## config.mk

```make
export PLATFORM = sky130hd
export DESIGN_NAME = dadda_dot8_acc
export DESIGN_NICKNAME = d
export VERILOG_FILES = /design/src/rtl/dadda_dot8_acc.sv
export SDC_FILE = /design/constraint.sdc
export NUM_CORES = 1
export LEC_CHECK = 0
export CORE_MARGIN = 2
export CORE_UTILIZATION = 54
export DETAILED_ROUTE_END_ITERATION = 16
export PLACE_DENSITY_LB_ADDON = 0.2
export SLEW_MARGIN = 20
export SYNTH_ARGS = -nofsm -noshare
export SYNTH_HDL_FRONTEND = slang
export SYNTH_SLANG_ARGS = --single-unit
```

## constraint.sdc

```tcl
create_clock -name clk -period 6.3 [get_ports clk]
set_input_delay 1.26 -clock clk [delete_from_list [all_inputs] [get_ports clk]]
set_output_delay 1.26 -clock clk [all_outputs]
set_load 0.01 [all_outputs]
```

## src/rtl/dadda_dot8_acc.sv

```systemverilog
// Dot-product engine: registers 8-bit operand pairs, multiplies them with a
// Dadda-style compressed multiplier and accumulates VEC_LEN products per result.

module dadda_8x8_compressed (
  input  logic [7:0]  a,
  input  logic [7:0]  b,
  output logic [15:0] p
);

  // 3:2 compressor across a whole row; returns {carry<<1, sum}. Carries out of
  // bit 15 are dropped, which is safe because the product always fits in 16 bits.
  function automatic logic [31:0] csa(input logic [15:0] x, input logic [15:0] y,
                                      input logic [15:0] z);
    logic [15:0] sum_v;
    logic [15:0] maj_v;
    sum_v = x ^ y ^ z;
    maj_v = (x & y) | (x & z) | (y & z);
    return {maj_v[14:0], 1'b0, sum_v};
  endfunction

  logic [15:0] pp_s [8];
  logic [15:0] s1a_s, c1a_s, s1b_s, c1b_s;
  logic [15:0] s2a_s, c2a_s, s2b_s, c2b_s;
  logic [15:0] s3_s, c3_s, s4_s, c4_s;

  // Partial-product matrix, one shifted row per multiplier bit
  always_comb begin
    for (int i = 0; i < 8; i++) begin
      pp_s[i] = {8'h00, a & {8{b[i]}}} << i;
    end
  end

  // Height reduction 8 -> 6 -> 4 -> 3 -> 2, then one carry-propagate add
  assign {c1a_s, s1a_s} = csa(pp_s[0], pp_s[1], pp_s[2]);
  assign {c1b_s, s1b_s} = csa(pp_s[3], pp_s[4], pp_s[5]);
  assign {c2a_s, s2a_s} = csa(s1a_s, c1a_s, s1b_s);
  assign {c2b_s, s2b_s} = csa(c1b_s, pp_s[6], pp_s[7]);
  assign {c3_s, s3_s}   = csa(s2a_s, c2a_s, s2b_s);
  assign {c4_s, s4_s}   = csa(s3_s, c3_s, c2b_s);
  assign p = s4_s + c4_s;

endmodule

module dadda_dot8_acc #(
  parameter int ACC_W   = 24,
  parameter int VEC_LEN = 8,
  parameter int CNT_W   = 9
) (
  input  logic             clk,
  input  logic             rst,
  input  logic             clr,
  input  logic             in_valid,
  output logic             in_ready,
  input  logic [7:0]       a,
  input  logic [7:0]       b,
  output logic             out_valid,
  input  logic             out_ready,
  output logic [ACC_W-1:0] out_acc,
  output logic             out_ovf
);

  typedef enum logic [1:0] {
    ACCUM = 2'd0,
    DRAIN = 2'd1,
    HOLD  = 2'd2
  } state_t;

  state_t           state_r;
  state_t           state_nxt_s;
  logic [7:0]       op_a_r;
  logic [7:0]       op_b_r;
  logic             p_vld_r;
  logic [CNT_W-1:0] cnt_r;
  logic [ACC_W-1:0] acc_r;
  logic             ovf_r;
  logic             out_valid_r;
  logic [ACC_W-1:0] out_acc_r;

  logic [15:0]      prod_s;
  logic [ACC_W:0]   sum_s;
  logic             in_ready_s;
  logic             accept_s;
  logic             last_s;
  logic             deliver_s;

  dadda_8x8_compressed u_mul (
    .a (op_a_r),
    .b (op_b_r),
    .p (prod_s)
  );

  // Handshake qualifiers; in_ready depends only on state and clr
  always_comb begin
    in_ready_s = 1'b0;
    if (state_r == ACCUM) begin
      in_ready_s = ~clr;
    end else begin
      in_ready_s = 1'b0;
    end
  end

  assign accept_s  = in_valid & in_ready_s;
  assign last_s    = (cnt_r == CNT_W'(VEC_LEN - 1));
  assign deliver_s = (state_r == HOLD) & out_ready & ~clr;
  assign sum_s     = {1'b0, acc_r} + {{(ACC_W - 15){1'b0}}, prod_s};

  // Next-state logic; clr aborts from any state
  always_comb begin
    state_nxt_s = state_r;
    if (clr) begin
      state_nxt_s = ACCUM;
    end else begin
      case (state_r)
        ACCUM: begin
          if (accept_s && last_s) begin
            state_nxt_s = DRAIN;
          end else begin
            state_nxt_s = ACCUM;
          end
        end
        DRAIN: state_nxt_s = HOLD;
        HOLD: begin
          if (out_ready) begin
            state_nxt_s = ACCUM;
          end else begin
            state_nxt_s = HOLD;
          end
        end
        default: state_nxt_s = ACCUM;
      endcase
    end
  end

  // State register
  always_ff @(posedge clk or posedge rst) begin
    if (rst) begin
      state_r <= ACCUM;
    end else begin
      state_r <= state_nxt_s;
    end
  end

  // Operand capture and element counter
  always_ff @(posedge clk or posedge rst) begin
    if (rst) begin
      op_a_r  <= 8'h00;
      op_b_r  <= 8'h00;
      p_vld_r <= 1'b0;
      cnt_r   <= '0;
    end else if (clr) begin
      p_vld_r <= 1'b0;
      cnt_r   <= '0;
    end else begin
      p_vld_r <= accept_s;
      if (deliver_s) begin
        cnt_r <= '0;
      end else if (accept_s) begin
        op_a_r <= a;
        op_b_r <= b;
        cnt_r  <= cnt_r + {{(CNT_W - 1){1'b0}}, 1'b1};
      end
    end
  end

  // Accumulator with sticky carry-out flag
  always_ff @(posedge clk or posedge rst) begin
    if (rst) begin
      acc_r <= '0;
      ovf_r <= 1'b0;
    end else if (clr || deliver_s) begin
      acc_r <= '0;
      ovf_r <= 1'b0;
    end else if (p_vld_r) begin
      acc_r <= sum_s[ACC_W-1:0];
      ovf_r <= ovf_r | sum_s[ACC_W];
    end
  end

  // Result port; out_acc keeps the last presented result until the next one
  always_ff @(posedge clk or posedge rst) begin
    if (rst) begin
      out_valid_r <= 1'b0;
      out_acc_r   <= '0;
    end else if (clr || deliver_s) begin
      out_valid_r <= 1'b0;
    end else if (state_r == DRAIN) begin
      out_valid_r <= 1'b1;
      out_acc_r   <= sum_s[ACC_W-1:0];
    end
  end

  assign in_ready  = in_ready_s;
  assign out_valid = out_valid_r;
  assign out_acc   = out_acc_r;
  assign out_ovf   = ovf_r;

endmodule

```

# Word level (Yosys, flattened, before mapping)
# Index checks and enable logic that the tools add are counted.
# Widths: inputs -> output; s select.
[op_classes]
reduce_logical = 8
n_eq_ne = 3
addsub = 3
bitwise_logic = 57
n_mux = 15
[ops]
columns = ["cell", "count"]
rows = [
  ["$and 15x15->15", 10],
  ["$or 15x15->15", 10],
  ["$xor 16x16->16", 6],
  ["$and 8x8->8", 8],
  ["$mux 24", 2],
  ["$mux 9", 3],
  ["$add 24x16->25", 1],
  ["$add 16x16->16", 1],
  ["$xor 16x14->16", 1],
  ["$xor 16x15->16", 1],
  ["$and 14x15->15", 1],
  ["$and 15x14->15", 1],
  ["$or 15x10->15", 1],
  ["$or 15x13->15", 1],
  ["$and 11x13->13", 1],
  ["$and 12x13->13", 1],
  ["$xor 12x13->13", 1],
  ["$and 11x12->12", 1],
  ["$xor 11x12->12", 1],
  ["$and 8x10->10", 1],
  ["$and 9x10->10", 1],
  ["$xor 9x10->10", 1],
  ["$add 9x1->9 const B", 1],
  ["$and 8x9->9", 1],
  ["other kinds (17)", 29],
]
[totals]
out_inout_bits = 27
word_cells = 95
in_bits = 21
regBits = 78

# Logic depth before layout (Yosys ltp)
[logic_depth]
ltp_word = 18
ltp_mapped = 24
depth_no_buf = 23

# Cells and area by module
# A second synthesis with hierarchy kept.
[unflattened]
hier_cells = 652
area_unflattened_um2 = 6002.0
[modules_own_cells]
columns = ["mod", "n_inst", "seq_area_each_um2", "cells_per_inst", "area_each_um2"]
rows = [
  ["dadda_dot8_acc", 1, 1951.9, 449, 4151.5],
  ["dadda_8x8_compressed", 1, 0.0, 203, 1850.5],
]

# Worst setup path after synthesis
# OpenSTA, ideal clock, no wires.
[synth_timing]
kind = "register -> register"
startpoint = "reg op_a_r[5]"
endpoint = "reg acc_r[23]"
required_time_ns = 6.168
arrival_time_ns = 5.822
period_less_slack_ns = 5.954
setup_time_ns = 0.132
slack_ns = 0.346
path_buffers = 2
stages_incl_launch_ff = 24
path_cell_list = "dfrtp_1 > clkbuf_1 > nand2_1 > fa_1 > fa_1 > inv_1 > fa_1 > ha_1 > ha_1 > fa_1 > a21o_1 > a21oi_1 > o21ai_0 > or4_1 > a31o_2 > a21oi_1 > xnor2_1 > ha_1 > clkbuf_1 > nand3_1 > a311o_1 > a211oi_1 > xnor2_1 > nor2_1"
[synth_via]
elab_chain_len = 17
word_cells_on_any_way = 54
cone_classes = "add/sub: 2; mux: 2; bitwise: 50"
[synth_lines]
columns = ["item", "line", "source"]
rows = [
  ["from (decl)", "70", "logic [7:0] op_a_r;"],
  ["from (signal assigned)", "146", "op_a_r <= 8'h00;"],
  ["from (signal assigned)", "158", "op_a_r <= a;"],
  ["$and 8x8->8", "29", "pp_s[i] = {8'h00, a & {8{b[i]}}} << i;"],
  ["$and 8x9->9 or $and 8x10->10 (tied branches)", "17", "maj_v = (x & y) | (x & z) | (y & z);"],
  ["$or 15x15->15", "17", ""],
  ["$or 15x10->15", "17", ""],
  ["$and 15x15->15", "17", ""],
  ["$or 15x15->15 (2 in a row)", "17", ""],
  ["$and 15x15->15", "17", ""],
  ["$or 15x15->15 (2 in a row)", "17", ""],
  ["$and 15x15->15", "17", ""],
  ["$or 15x15->15 (2 in a row)", "17", ""],
  ["$add 16x16->16 *", "40", "assign p = s4_s + c4_s;"],
  ["$add 24x16->25 *", "105", "assign sum_s = {1'b0, acc_r} + {{(ACC_W - 15){1'b0}}, prod_s};"],
  ["$mux 24 *", "173", "end else if (p_vld_r) begin"],
  ["$mux 24 *", "170", "end else if (clr || deliver_s) begin"],
  ["to (signal assigned)", "174", "acc_r <= sum_s[ACC_W-1:0];"],
  ["to (decl)", "74", "logic [ACC_W-1:0] acc_r;"],
]
# Mark *: on every way between the ends. The rest lies on a longest branch, timed or not. The select of a mux whose other input is x is not followed.
# A chain may end at the register's enable or synchronous reset.

# Worst setup path in the final report
[layout_timing]
startpoint = "reg op_a_r[2]"
endpoint = "reg out_acc_r[18] (netlist: out_acc[18])"
[layout_via]
elab_chain_len = 15
word_cells_on_any_way = 52
cone_classes = "add/sub: 2; bitwise: 50"
[layout_lines]
columns = ["item", "line", "source"]
rows = [
  ["$and 8x8->8", "29", ""],
  ["$and 8x9->9 or $and 8x10->10 (tied branches)", "17", ""],
  ["$or 15x15->15", "17", ""],
  ["$or 15x10->15", "17", ""],
  ["$and 15x15->15", "17", ""],
  ["$or 15x15->15 (2 in a row)", "17", ""],
  ["$and 15x15->15", "17", ""],
  ["$or 15x15->15 (2 in a row)", "17", ""],
  ["$and 15x15->15", "17", ""],
  ["$or 15x15->15 (2 in a row)", "17", ""],
  ["$add 16x16->16 *", "40", ""],
  ["$add 24x16->25 *", "105", ""],
  ["to (signal assigned)", "188", "out_acc_r <= sum_s[ACC_W-1:0];"],
  ["to (decl)", "77", "logic [ACC_W-1:0] out_acc_r;"],
]
# Mark *: on every way between the ends. The rest lies on a longest branch, timed or not.

==> results.yml <==
run_status:
  status: "finished, final reports clean"
worst_setup_path:
  critPathCaptureType: "register"
  critical_path_arrival_ns: 6.29
  cp.required_ns: 6.54
  cpMostUsedCell: "fa_1"
  max_stage_delay_ns: 0.55
  path_buf_inv: 2
  rr_endpoint: "out_acc[18]"
  worstPathMaxFanout: 7
  rr_worst_depth: 23
  crit_family: "adder cells"
  cpMaxStageDelayCell: "fa_1"
  r2r_slack_ns: 0.24
  crit_chain: "and2_1 -> fa_1 -> inv_1 -> fa_1 -> inv_1 -> fa_1 -> ha_1 -> ha_1 -> fa_1 -> a21o_1 -> a21oi_2 -> o21ai_0 -> or4_1 -> nand2_1 -> xnor2_1 -> ha_2 -> a21o_1 -> a21o_1 -> a21oi_1 -> nor2b_2 -> nor2_1 -> xor2_1 -> o21ai_0"
  worstReg2RegStart: "op_a_r[2]"
  start_kind: "register"
  critPathKind: "register to register"
floorplanning:
  core_area_mm2: 0.01042
  row_count: 37
  start_util_pct: 56.07
  io_pins: 48
  die-area_mm2: 0.01166
  die_w_um: 108
  fp.dieH_um: 108
worst_hold_path:
  min_to: "state_r[0]"
  hold_start: "cnt_r[8]"
  hold_depth: 1
  hold_class: "register to register"
route:
  wl_per_cell_um: 15.50
  via_count: 4431
  ant_nets: 0
  drt-total-wl_mm: 12.37
  drt_iter0_markers: 206
  via_per_inst: 5.553
  drt-pass1-iter-count: 5
  drc_errors: 0
synthesis:
  netlist_top_cells_count: "78 x dfrtp_1, 68 x nand2_1, 45 x and2_1, 44 x ha_1, 41 x inv_1"
  yosysUniqueCellTypes: 46
  yosysTopAreaCell: "dfrtp_1"
  synth.most_common_cell: "dfrtp_1"
  synth_area_per_cell_um2: 9.702
  netlist_area_mm2: 0.005841
  synth_nets: 707
  synth_seq_cells: 78
  yosys_most_used_dff: "dfrtp_1"
  yosys_warnings: 0
  synth_edf_count: 0
  synthCells: 602
  yosys-top-cells-area: "dfrtp_1 33%, fa_1 14%, ha_1 9.4%"
  yosysSeqAreaShare_pct: 33.42
  synth_top_area_share_pct: 33.42
  ys_async_sr_fraction_pct: 100.0
timing:
  holdWs_ns: 0.4621
  finalCritPeriodShare_pct: 96.16
  slew_headroom_pct: 34.01
  max_clock_freq_mhz: 165.1
  finalSetupViolations: 0
  fin_tns_setup_ns: 0
  maxSlewViolCount: 0
  worst_slew_pin_slew_ns: 0.9898
  final.setup_skew_ns: 0.01079
  hold_violations: 0
  period_needed_ns: 6.058
finish:
  final_core_util_pct: 65.25
  fin_nets: 762
  n_antenna_cell: 0
  syn2layout_area_growth_pct: 16.37
  fin_cells: 798
  final_layout_size_suffix_gt1_share_pct: 11.93
global_routing:
  antenna_found_initial: 0
  grt_pass1_vias: 4278
  overflow: 0
  grt_pass1_wl_mm: 20.39
  grt_usage_pct: 22.30
  grt_max_degree: 79
clocking:
  clockBufferDepth: 2
  root_buffer: "clkbuf_8"
  h-tree-depth: 3
  clkSinkCount: 78
  cts_made_buffers: 9
  cts.clk_slew.worst_paths_ns: 0.09
  clkLatencyLatePin_ns: 0.38
  cts_tree: "built"
run:
  drv_cap: 0
place:
  gp_congestion: 0.8997
  dp_cells: 774
  io_buffers: 47
  dpl.hpwl_mm: 9.238
power_and_ir_drop:
  p_leak_uw: 0.003128
  power_uw: 3850
  vdd_drop_max_mv: 0.4202
  pwr_density_cell_mw_per_mm2: 566.4
[sequential cells by signal, summed over array words and instances, names as in the netlist]
register	cells
cnt_r	9
acc_r	24
state_r	2
out_ovf	1
out_valid	1
out_acc	24
op_a_r	8
op_b_r	8
p_vld_r	1
[through the flow]
step                      setup WS, ns  area, um2
after global placement          0.2145       6475
after CTS                      0.02829       6671
after global routing          -0.04199       6797
after floorplan                 0.3464       5841
final                           0.2418       6797
after detailed placement       0.05786       6475
[metal layers]
metal	share of wire (%)	up-vias	wire length, um	GRT usage [%]
li1	-	2139	-	-
met1	46	2187	5645	31.78
met2	49	89	6083	35.31
met3	3.6	16	449	3.436
met4	1.5	0	189	6.960
met5	0	-	0	0
[worst max-delay path by stage]
| stage | startpoint | to | slack (ns) | cells after the start |
|---|---|---|---|---|
| 4_1_cts | op_a_r[2] | acc_r[20] | 0.03 | 22 |
| 6_report | op_a_r[2] | out_acc[18] | 0.24 | 23 |
| 3_3_place_gp | op_b_r[3] | acc_r[20] | 0.21 | 22 |
| 5_1_grt | op_a_r[5] | acc_r[20] | -0.04 | 22 |
| 3_5_place_dp | op_a_r[2] | acc_r[20] | 0.06 | 22 |
| 2_1_floorplan | op_a_r[5] | acc_r[23] | 0.35 | 23 |
[final cells by class]
type / count / area [um2]
multi-input cells: 463 / 3715
fillers: 846 / 3620
flip-flops and latches: 78 / 1958
repair buffers: 64 / 601.8
well taps: 136 / 170.2
inverters: 41 / 155.1
clock buffers: 10 / 127.6
clock inverters: 6 / 68.82
[report_power, final]
group,internal (uW),switching [uW]
Sequential,550,53.5
Clock,186,205
Combinational,1150,1700
[placed cells by master, fill, tap and decap left out, types with 22 or more instances in the layout]
cell,n
nor2_1,38
nand2_1,68
fa_1,40
clkdlybuf4s50_1,47
and2_1,45
dfrtp_1,73
inv_1,40
a21oi_1,25
o21ai_0,32
ha_1,41
mux2_2,22
[cell families after synthesis]
kind of cell    share of synthesized area (%)
xor+xnor                                6.148
compound gates                          11.57
mux                                     5.099
fa+ha+maj                               23.14
simple gates                            16.71
flops                                   33.42
buf+inv                                 3.920
[worst register-to-register path: cells and delay by family (launching register included)]
family,cells,cell delay (ns)
XOR/XNOR,2,0.33
AO/OA/AOI/OAI,7,1.25
flip-flops,1,0.45
AND/OR/NAND/NOR,5,1.04
adder cells (fa/ha/maj),7,2.73
buffers and inverters,2,0.11
[timing repair]
action,4_1_cts,5_1_grt
resized for setup,0,20
endpoints found under the setup margin,0,17
hold buffers,0,0
setup buffers,0,8
No activity file was read; power rests on OpenSTA's default activity.
